--- src/rtl/drum_pkg.sv ---
// Shared types and default constants for the drum strike detector.
package drum_pkg;

  // Detector FSM encoding; the numeric values are visible on state_dbg.
  typedef enum logic [1:0] {
    ST_IDLE    = 2'd0,
    ST_SWING   = 2'd1,
    ST_REFRACT = 2'd2,
    ST_SETTLE  = 2'd3
  } state_t;

  // Stick orientation zones, ordered from most negative to most positive quat_z.
  typedef enum logic [1:0] {
    ZONE_NEG_FAR  = 2'd0,
    ZONE_NEG_NEAR = 2'd1,
    ZONE_POS_NEAR = 2'd2,
    ZONE_POS_FAR  = 2'd3
  } zone_t;

  localparam int DEF_SWING_THRESH      = 4000;
  localparam int DEF_STOP_THRESH       = 1000;
  localparam int DEF_MAX_SWING_SAMPLES = 64;
  localparam int DEF_REFRACT_CYCLES    = 150000;
  localparam int DEF_ZONE_T            = 8192;

  // Absolute value of a signed rate as 15-bit unsigned; -32768 saturates to 32767.
  function automatic logic [14:0] gyro_mag(input logic signed [15:0] v);
    logic signed [15:0] neg;
    neg = -v;
    if (v == 16'sh8000) return 15'h7FFF;
    else if (v[15])     return neg[14:0];
    else                return v[14:0];
  endfunction

endpackage

--- src/rtl/strike_zone_classifier.sv ---
// Combinational mapping of the registered quat_z onto one of four strike zones.
module strike_zone_classifier
  import drum_pkg::*;
#(
  parameter int ZONE_T = DEF_ZONE_T
) (
  input  logic signed [15:0] i_qz,
  output zone_t              o_zone
);

  logic signed [31:0] w_qz;

  assign w_qz = 32'(i_qz);

  // Threshold compare in 32-bit signed so ZONE_T can be any int.
  always_comb begin
    // NOTE: assign a default first so every path drives o_zone and no latch is inferred.
    o_zone = ZONE_POS_NEAR;
    if (w_qz < -ZONE_T)   o_zone = ZONE_NEG_FAR;
    else if (w_qz < 0)    o_zone = ZONE_NEG_NEAR;
    else if (w_qz < ZONE_T) o_zone = ZONE_POS_NEAR;
    else                  o_zone = ZONE_POS_FAR;
  end

endmodule

--- src/rtl/drum_strike_detector.sv ---
// Detects downward drumstick swings from gyro_y, reports strike velocity and
// zone, then locks out for a refractory period before re-arming.
module drum_strike_detector
  import drum_pkg::*;
#(
  parameter int SWING_THRESH      = DEF_SWING_THRESH,
  parameter int STOP_THRESH       = DEF_STOP_THRESH,
  parameter int MAX_SWING_SAMPLES = DEF_MAX_SWING_SAMPLES,
  parameter int REFRACT_CYCLES    = DEF_REFRACT_CYCLES,
  parameter int ZONE_T            = DEF_ZONE_T
) (
  input  logic               clk,
  input  logic               fpga_rst_n,
  input  logic               enable,
  input  logic               gyro_valid,
  input  logic signed [15:0] gyro_x,
  input  logic signed [15:0] gyro_y,
  input  logic signed [15:0] gyro_z,
  input  logic               quat_valid,
  input  logic signed [15:0] quat_w,
  input  logic signed [15:0] quat_x,
  input  logic signed [15:0] quat_y,
  input  logic signed [15:0] quat_z,
  output logic               strike_valid,
  output logic [1:0]         strike_zone,
  output logic [7:0]         strike_velocity,
  output logic [15:0]        strike_count,
  output logic               swing_abort,
  output logic [1:0]         state_dbg
);

  localparam int CNT_W = $clog2(MAX_SWING_SAMPLES + 1);
  localparam int REF_W = $clog2(REFRACT_CYCLES + 1);

  localparam logic [14:0]      L_SWING    = 15'(SWING_THRESH);
  localparam logic [14:0]      L_STOP     = 15'(STOP_THRESH);
  localparam logic [CNT_W-1:0] L_MAX_SAMP = CNT_W'(MAX_SWING_SAMPLES);
  localparam logic [REF_W-1:0] L_REF_LAST = REF_W'(REFRACT_CYCLES - 1);

  state_t             r_state;
  logic [14:0]        r_peak;
  logic [CNT_W-1:0]   r_samples;
  logic [REF_W-1:0]   r_refract;
  logic signed [15:0] r_qz;
  logic               r_strike_valid;
  logic               r_swing_abort;
  zone_t              r_strike_zone;
  logic [7:0]         r_strike_velocity;
  logic [15:0]        r_strike_count;

  logic [14:0]        w_mag;
  logic [CNT_W-1:0]   w_samples_next;
  zone_t              w_zone;
  logic               w_unused;

  assign w_mag          = gyro_mag(gyro_y);
  assign w_samples_next = r_samples + 1'b1;

  // Only gyro_y and quat_z drive detection; the other axes are accepted but unused.
  assign w_unused = ^{gyro_x, gyro_z, quat_w, quat_x, quat_y};

  // Zone is taken from the quat_z held before this cycle's edge, so a quat
  // update coinciding with the deciding sample lands after the strike.
  strike_zone_classifier #(
    .ZONE_T (ZONE_T)
  ) u_zone (
    .i_qz   (r_qz),
    .o_zone (w_zone)
  );

  // Latch the most recent orientation sample; reads as zero until the first one.
  always_ff @(posedge clk or negedge fpga_rst_n) begin
    // NOTE: sequential state uses non-blocking assignments so every register
    // samples pre-edge values regardless of statement order.
    if (!fpga_rst_n)     r_qz <= '0;
    else if (quat_valid) r_qz <= quat_z;
  end

  // Detector FSM with registered strike/abort outputs.
  always_ff @(posedge clk or negedge fpga_rst_n) begin
    if (!fpga_rst_n) begin
      r_state           <= ST_IDLE;
      r_peak            <= '0;
      r_samples         <= '0;
      r_refract         <= '0;
      r_strike_valid    <= 1'b0;
      r_swing_abort     <= 1'b0;
      r_strike_zone     <= ZONE_NEG_FAR;
      r_strike_velocity <= '0;
      r_strike_count    <= '0;
    end else begin
      r_strike_valid <= 1'b0;
      r_swing_abort  <= 1'b0;
      if (!enable) begin
        r_state   <= ST_IDLE;
        r_samples <= '0;
        r_refract <= '0;
      end else begin
        case (r_state)
          ST_IDLE: begin
            if (gyro_valid && gyro_y[15] && (w_mag >= L_SWING)) begin
              r_state   <= ST_SWING;
              r_peak    <= w_mag;
              r_samples <= CNT_W'(1);
            end
          end
          ST_SWING: begin
            if (gyro_valid) begin
              if (w_mag < L_STOP) begin
                r_state           <= ST_REFRACT;
                r_refract         <= '0;
                r_strike_valid    <= 1'b1;
                r_strike_velocity <= r_peak[14:7];
                r_strike_zone     <= w_zone;
                r_strike_count    <= r_strike_count + 16'd1;
              end else begin
                if (w_mag > r_peak) r_peak <= w_mag;
                r_samples <= w_samples_next;
                if (w_samples_next >= L_MAX_SAMP) begin
                  r_state       <= ST_SETTLE;
                  r_swing_abort <= 1'b1;
                end
              end
            end
          end
          ST_REFRACT: begin
            if (r_refract == L_REF_LAST) r_state <= ST_SETTLE;
            else                         r_refract <= r_refract + 1'b1;
          end
          ST_SETTLE: begin
            if (gyro_valid && (w_mag < L_STOP)) r_state <= ST_IDLE;
          end
          default: r_state <= ST_IDLE;
        endcase
      end
    end
  end

  assign strike_valid    = r_strike_valid;
  assign swing_abort     = r_swing_abort;
  assign strike_zone     = r_strike_zone;
  assign strike_velocity = r_strike_velocity;
  assign strike_count    = r_strike_count;
  assign state_dbg       = r_state;

endmodule

--- config.mk ---
export PLATFORM = sky130hd
export DESIGN_NAME = drum_strike_detector
export DESIGN_NICKNAME = d
export VERILOG_FILES = /design/src/rtl/drum_pkg.sv /design/src/rtl/strike_zone_classifier.sv /design/src/rtl/drum_strike_detector.sv
export SDC_FILE = /design/constraint.sdc
export NUM_CORES = 1
export LEC_CHECK = 0
export ABC_AREA = 0
export CAP_MARGIN = 0
export CORE_UTILIZATION = 49
export CTS_CLUSTER_SIZE = 24
export DETAILED_ROUTE_END_ITERATION = 12
export PLACE_DENSITY = 0.83
export SETUP_SLACK_MARGIN = 0.05
export SYNTH_ARGS = -nofsm -noshare
export SYNTH_HDL_FRONTEND = slang
export SYNTH_SLANG_ARGS = --single-unit
--- constraint.sdc ---
create_clock -name clk -period 5.21 [get_ports clk]
set_input_delay 1.042 -clock clk [delete_from_list [all_inputs] [get_ports clk]]
set_output_delay 1.042 -clock clk [all_outputs]
set_load 0.01 [all_outputs]
### Yosys cells after proc, flatten, opt, wreduce, memory -nomap -nowiden

Index checks and enable logic that the tools add are counted.
Widths: inputs -> output; s select.

* input bits: 117
* logic and storage cells: 87
* flip-flop bits (word level): 86
* output and inout port bits: 30

* equal/unequal tests: 19
* order comparisons: 7
* mux-type cells: 37
* reduce and logical (&&, ||, !) cells: 10
* $add $sub $neg: 4

Operators by type and width (count)
* $mux 15: 6
* $mux 18: 4
* $pmux 18 s2: 1
* $pmux 15 s2: 1
* $mux 7: 4
* $ne 3x3->1 const B: 7
* $add 18x1->18 const B: 1
* $eq 18x18->1 const B: 1
* $mux 2: 9
* $add 16x1->16 const B: 1
* $eq 16x16->1 const B: 1
* $lt 16x1->1 const B: 1
* $lt 16x14->1 const B: 1
* $lt 16x15->1 const B: 1
* $ge 15x12->1 const B: 1
* $gt 15x15->1: 1
* $lt 15x10->1 const B: 1
* $neg 15->15: 1
* $pmux 7 s2: 1
* $reduce_and 4->1: 3
* $mux 1: 10
* $ne 2x2->1 const B: 4
* $pmux 2 s4: 1
* $add 7x1->7 const B: 1
* 10 further kinds: 14

### Depth between registers and ports, before layout

* depth in word-level cells: 8
* depth in mapped cells: 16
* depth with buffers taken out: 15

### Cells and area by module

A second synthesis with hierarchy kept.

* cell total of the unflattened synthesis: 549
* area total of the unflattened synthesis: 5400.2 um^2

Modules (own cells, without submodules)
* drum_strike_detector: instances 1, area each 5370.2 um^2, cells each 544, sequential area each 2152.1 um^2
* strike_zone_classifier: instances 1, area each 30.0 um^2, cells each 5, sequential area each 0.0 um^2

### Worst setup path before layout

OpenSTA, ideal clock, no wires.

* kind: input port to flip-flop
* from: in gyro_y[8]
* to: reg r_peak[10]
* required time: 5085 ps
* stages: 15
* slack: 538 ps
* arrival: 4547 ps
* library setup time: 125 ps
* path buffers: 2
* cell sequence: buf_2 -> or4_1 -> o31ai_1 -> xnor2_1 -> nand2_1 -> ha_1 -> and3_1 -> nand3_1 -> a311oi_1 -> o211ai_1 -> o2111ai_1 -> a311oi_1 -> nor4b_4 -> buf_8 -> mux2_4

* cells in the longest elaborated chain, start to end: 7
* elaborated cells on any way between the ends: 17
* classes of those cells: add/sub (1); order compare (3); eq/ne (4); mux (7); reduce/logical (2)

RTL lines
* from (decl): RTL line drum_strike_detector.sv:17 `input logic signed [15:0] gyro_y,`
* $neg 15->15: RTL line drum_pkg.sv:29 `neg = -v;`
* $mux 15: RTL line drum_pkg.sv:31 `else if (v[15]) return neg[14:0];`
* $mux 15 (*): RTL line drum_pkg.sv:30 `if (v == 16'sh8000) return 15'h7FFF;`
* named net w_mag[10]: RTL line drum_strike_detector.sv:51 `logic [14:0] w_mag;`
* $ge 15x12->1 or $mux 15 (tied branches): RTL line drum_strike_detector.sv:101, drum_strike_detector.sv:117
* $logic_and 1x1->1 or $mux 15 (tied branches): RTL line drum_strike_detector.sv:101, drum_strike_detector.sv:109
* $ne 2x2->1 (no source line) or $mux 15 (tied branches)
* $reduce_and 6->1 (no source line) or $pmux 15 s2 (tied branches)
* to (signal assigned): RTL line drum_strike_detector.sv:103 `r_peak <= w_mag;`
* to (signal assigned): RTL line drum_strike_detector.sv:117 `if (w_mag > r_peak) r_peak <= w_mag;`
* to (decl): RTL line drum_strike_detector.sv:41 `logic [14:0] r_peak;`

The timed path passes the listed nets; every way through them passes the cells marked *. The select of a mux whose other input is x is not followed.
A chain may end at the register's enable or synchronous reset.

### Worst setup path in the final report

* from: in gyro_y[0]
* to: reg r_peak[9]

* cells in the longest elaborated chain, start to end: 7
* elaborated cells on any way between the ends: 17
* classes of those cells: add/sub (1); order compare (3); eq/ne (4); mux (7); reduce/logical (2)

RTL lines
* $neg 15->15: RTL line drum_pkg.sv:29
* $mux 15: RTL line drum_pkg.sv:31
* $mux 15 (*): RTL line drum_pkg.sv:30
* named net w_mag[10]: RTL line drum_strike_detector.sv:51
* $ge 15x12->1: RTL line drum_strike_detector.sv:101 `if (gyro_valid && gyro_y[15] && (w_mag >= L_SWING)) begin`
* $logic_and 1x1->1: RTL line drum_strike_detector.sv:101
* $ne 2x2->1 (no source line)
* $reduce_and 6->1 (no source line) (*)

Marks and branches as above.

==> results.cfg <==
[status]
run_status = completed

[timing]
clock-skew-final_ns = 0.00951
finalSetupViolCount = 0
slew-limit-headroom = 0.381
slew_violations = 0
layout_min_cycle_time_ns = 4.76
finalSetupTns_ns = 0
hold_violations = 0
timing.final.ws_setup_ns = 0.449
worst-slew-pin-transition_ns = 0.928
layout_worst_path_cycle_share = 0.914
rsz0062_at_grt = false
fmax_mhz = 210
worst_hold_slack_ns = 0.473

[placed_design]
numPlacedInstances = 704
detailed_place_hpwl_um = 7780
place_ws_ns = -0.147
gp_congestion = 0.906
place.port_buffers = 53

[finish]
fraction_of_layout_cells_with_a_size_suffix_above_1 = 0.132
final.fill_count = 793
nNetsFinal = 727
synthToLayoutAreaGrowth_pct = 20.4
ant_diodes = 0
instances_no_fill = 720

[logic_synthesis]
post-synth-top-count-cell = sky130_fd_sc_hd__dfrtp_1
synth.distinct_cells = 69
post_synth.cell_area_avg_um2 = 9.23
synth_seq_area_share = 0.383
synth_seq_cells = 73
ys_async_sr_fraction = 1.00
netlist_instances = 517
count_of_flip_flops_with_a_built_in_enable_after_synthesis = 0
synth-warning-count = 0
netlist_area_um2 = 4770
postSynth.topFlopCell = sky130_fd_sc_hd__dfrtp_1
synth_top_cells_by_count = 73 x sky130_fd_sc_hd__dfrtp_1, 61 x sky130_fd_sc_hd__nand2_1, 40 x sky130_fd_sc_hd__inv_1, 29 x sky130_fd_sc_hd__nand3_1, 28 x sky130_fd_sc_hd__o21ai_0
synth_top_area_cell = sky130_fd_sc_hd__dfrtp_1
top_area_cell_type_share_of_the_netlist_area = 0.383
yosys-top-cells-area = sky130_fd_sc_hd__dfrtp_1 38%, sky130_fd_sc_hd__ha_1 6.3%, sky130_fd_sc_hd__nand2_1 4.8%, sky130_fd_sc_hd__xnor2_1 3.3%, sky130_fd_sc_hd__inv_1 3.1%
synth_nets = 658

[power_and_ir_drop]
share_comb_of_total_power = 0.385
p_sw_frac = 0.354
clkPwrFrac = 0.218
totalPowerFinal_w = 0.00179
power-per-cell-area_nw_per_um2 = 312
intPower_w = 0.00116
power.share.sequential = 0.398
peakVddDrop_v = 0.000130
power.switching_w = 0.000634
power_leakage_nw = 2.50

[cts]
clock_tree.htree_level_count = 3
cts_root_buffer = sky130_fd_sc_hd__clkbuf_8
clock_tree_from_tritoncts = built
max-clock-path-buffers = 2
clk_transition_reported_paths_ns = 0.07
cts.sink_count = 73
clock_latency_ns = 0.35
post_cts_buffers = 0
cts.hold.buffers_added = 0
postCtsResizedCells = 0
cts_buffers = 9

[setup_path]
cp_data_required_time_ns = 5.43
critical_path.startpoint_type = input port
timing.critical_path.arrival_ns = 4.99
reg2regPathDepth = 11
critPathMaxFanout = 6
critical_path_type = input port to flop
timing.critical_path.to_type = flop

[global_routing]
global_route.usage.met1 = 0.292
first_pass_grt_wire_length_um = 18200
grt_use_met2 = 0.378
gr-max-usage-layer = met2
grt_antenna_before_repair = 0
grt_util_met3 = 0.0361
globalRouteOverflowTotal = 0
first_global_vias = 3985
grt.total_usage = 0.223
largest_net_degree_at_the_start_of_global_routing = 74

[drt]
avgRoutedWirePerCell_um = 14.8
drt_drc_violations_left = 0
drtPass1Iterations = 5
drtAntennaViolNets = 0
drt-vias-per-instance = 5.75
wirelength_um = 10700
initialDrtViolationCount = 216
routed-via-count = 4137

[floorplan]
initial_utilization = 0.511
die_y_um = 101
die_area_um2 = 10100
rows = 35
design.portCount = 147
die_width_um = 101
core_area_um2 = 9330

[worst_hold_path]
hold_class = flop to flop
min_path_cells = 1

[job]
maxCapViolCount = 0
==> power groups by stage <==
stage / Clock (W) / Sequential, W / Combinational (W)
global route: 0.000423 / 0.000726 / 0.000770
global placement: 0 / 0.000717 / 0.000643
finish: 0.000391 / 0.000713 / 0.000690
detailed placement: 0 / 0.000724 / 0.000679
CTS: 0.000398 / 0.000714 / 0.000688
floorplan: 0 / 0.000716 / 0.000485
==> critical path, cell delays in order <==
cell	delay, ns
sky130_fd_sc_hd__clkdlybuf4s50_1	0.42
sky130_fd_sc_hd__inv_1	0.08
sky130_fd_sc_hd__ha_1	0.17
sky130_fd_sc_hd__or4b_4	0.52
sky130_fd_sc_hd__o31ai_1	0.27
sky130_fd_sc_hd__xnor2_1	0.19
sky130_fd_sc_hd__nand2_1	0.12
sky130_fd_sc_hd__ha_1	0.30
sky130_fd_sc_hd__and3_1	0.17
sky130_fd_sc_hd__nand3_1	0.11
sky130_fd_sc_hd__buf_4	0.15
sky130_fd_sc_hd__o21ai_1	0.19
sky130_fd_sc_hd__o211ai_1	0.11
sky130_fd_sc_hd__o2111ai_1	0.19
sky130_fd_sc_hd__a311oi_1	0.10
sky130_fd_sc_hd__nor4b_4	0.30
sky130_fd_sc_hd__buf_4	0.23
sky130_fd_sc_hd__mux2_4	0.31
==> per-layer routing <==
metal / part of all wire / routed length (µm) / vias to the layer above
li1: - / - / 2023
met1: 0.47 / 5020 / 2006
met2: 0.48 / 5160 / 97
met3: 0.035 / 372 / 11
met4: 0.0091 / 97 / 0
met5: 0 / 0 / -
==> metrics by stage <==
stage                     cell area [µm²]   util
after floorplan                      4770      -
after global placement               5570  0.597
after detailed placement             5570  0.597
after CTS                            5730  0.614
after global routing                 5740  0.616
final                                5740  0.616
==> flip-flops by register name (all words and copies together) (netlist names) <==
register / flops
strike_velocity: 8
r_samples: 7
r_qz: 3
swing_abort: 1
strike_valid: 1
strike_zone: 2
r_peak: 15
state_dbg: 2
r_refract: 18
strike_count: 16
==> cells in the final DEF (no fill, tap or decap), drive strengths merged, types with 5 or more instances in the layout <==
| master | count |
|---|---|
| nand2 | 61 |
| or2 | 6 |
| dfrtp | 73 |
| o21ai | 29 |
| a21oi | 27 |
| nor3 | 9 |
| o31ai | 6 |
| mux2 | 16 |
| ha | 24 |
| nor4 | 8 |
| inv | 40 |
| nor3b | 5 |
| nand3 | 29 |
| clkbuf | 14 |
| or3 | 9 |
| nor2 | 17 |
| o211ai | 11 |
| xor2 | 9 |
| nand4 | 10 |
| o32ai | 8 |
| buf | 30 |
| xnor2 | 18 |
| and3 | 14 |
| clkdlybuf4s50 | 52 |
==> kinds of logic (layout without fill, tap and decap cells) <==
group                    count (synthesis)  count (layout)  share of synthesized area
adder cells (fa/ha/maj)                 24              24                     0.0630
buffers and inverters                   65             139                     0.0564
AO/OA/AOI/OAI                          121             121                      0.181
AND/OR/NAND/NOR                        188             188                      0.216
flip-flops                              73              73                      0.383
multiplexers                            19              19                     0.0512
XOR/XNOR                                27              27                     0.0496
==> final timing paths <==
path | startpoint | end | slack [ns]
min in group asynchronous | fpga_rst_n | strike_zone[1] | 0.92
worst min-delay path | strike_count[15] | strike_count[15] | 0.47
max in group asynchronous | fpga_rst_n | strike_velocity[4] | 3.70
worst min register to register | strike_count[15] | strike_count[15] | 0.47
worst max-delay path | gyro_y[0] | r_peak[9] | 0.45
worst max register to register | r_peak[9] | r_peak[9] | 2.49
==> layout make-up <==
type	count	area [µm²]	share of cell area
multi-input combinational	379	2690	0.468
sequential	73	1830	0.318
timing repair buffer	82	747	0.130
tap	129	161	0.0281
inverter	41	154	0.0268
clock buffer	14	153	0.0266
clock inverter	2	13.8	0.00240
(Power assumes the default switching activity.)
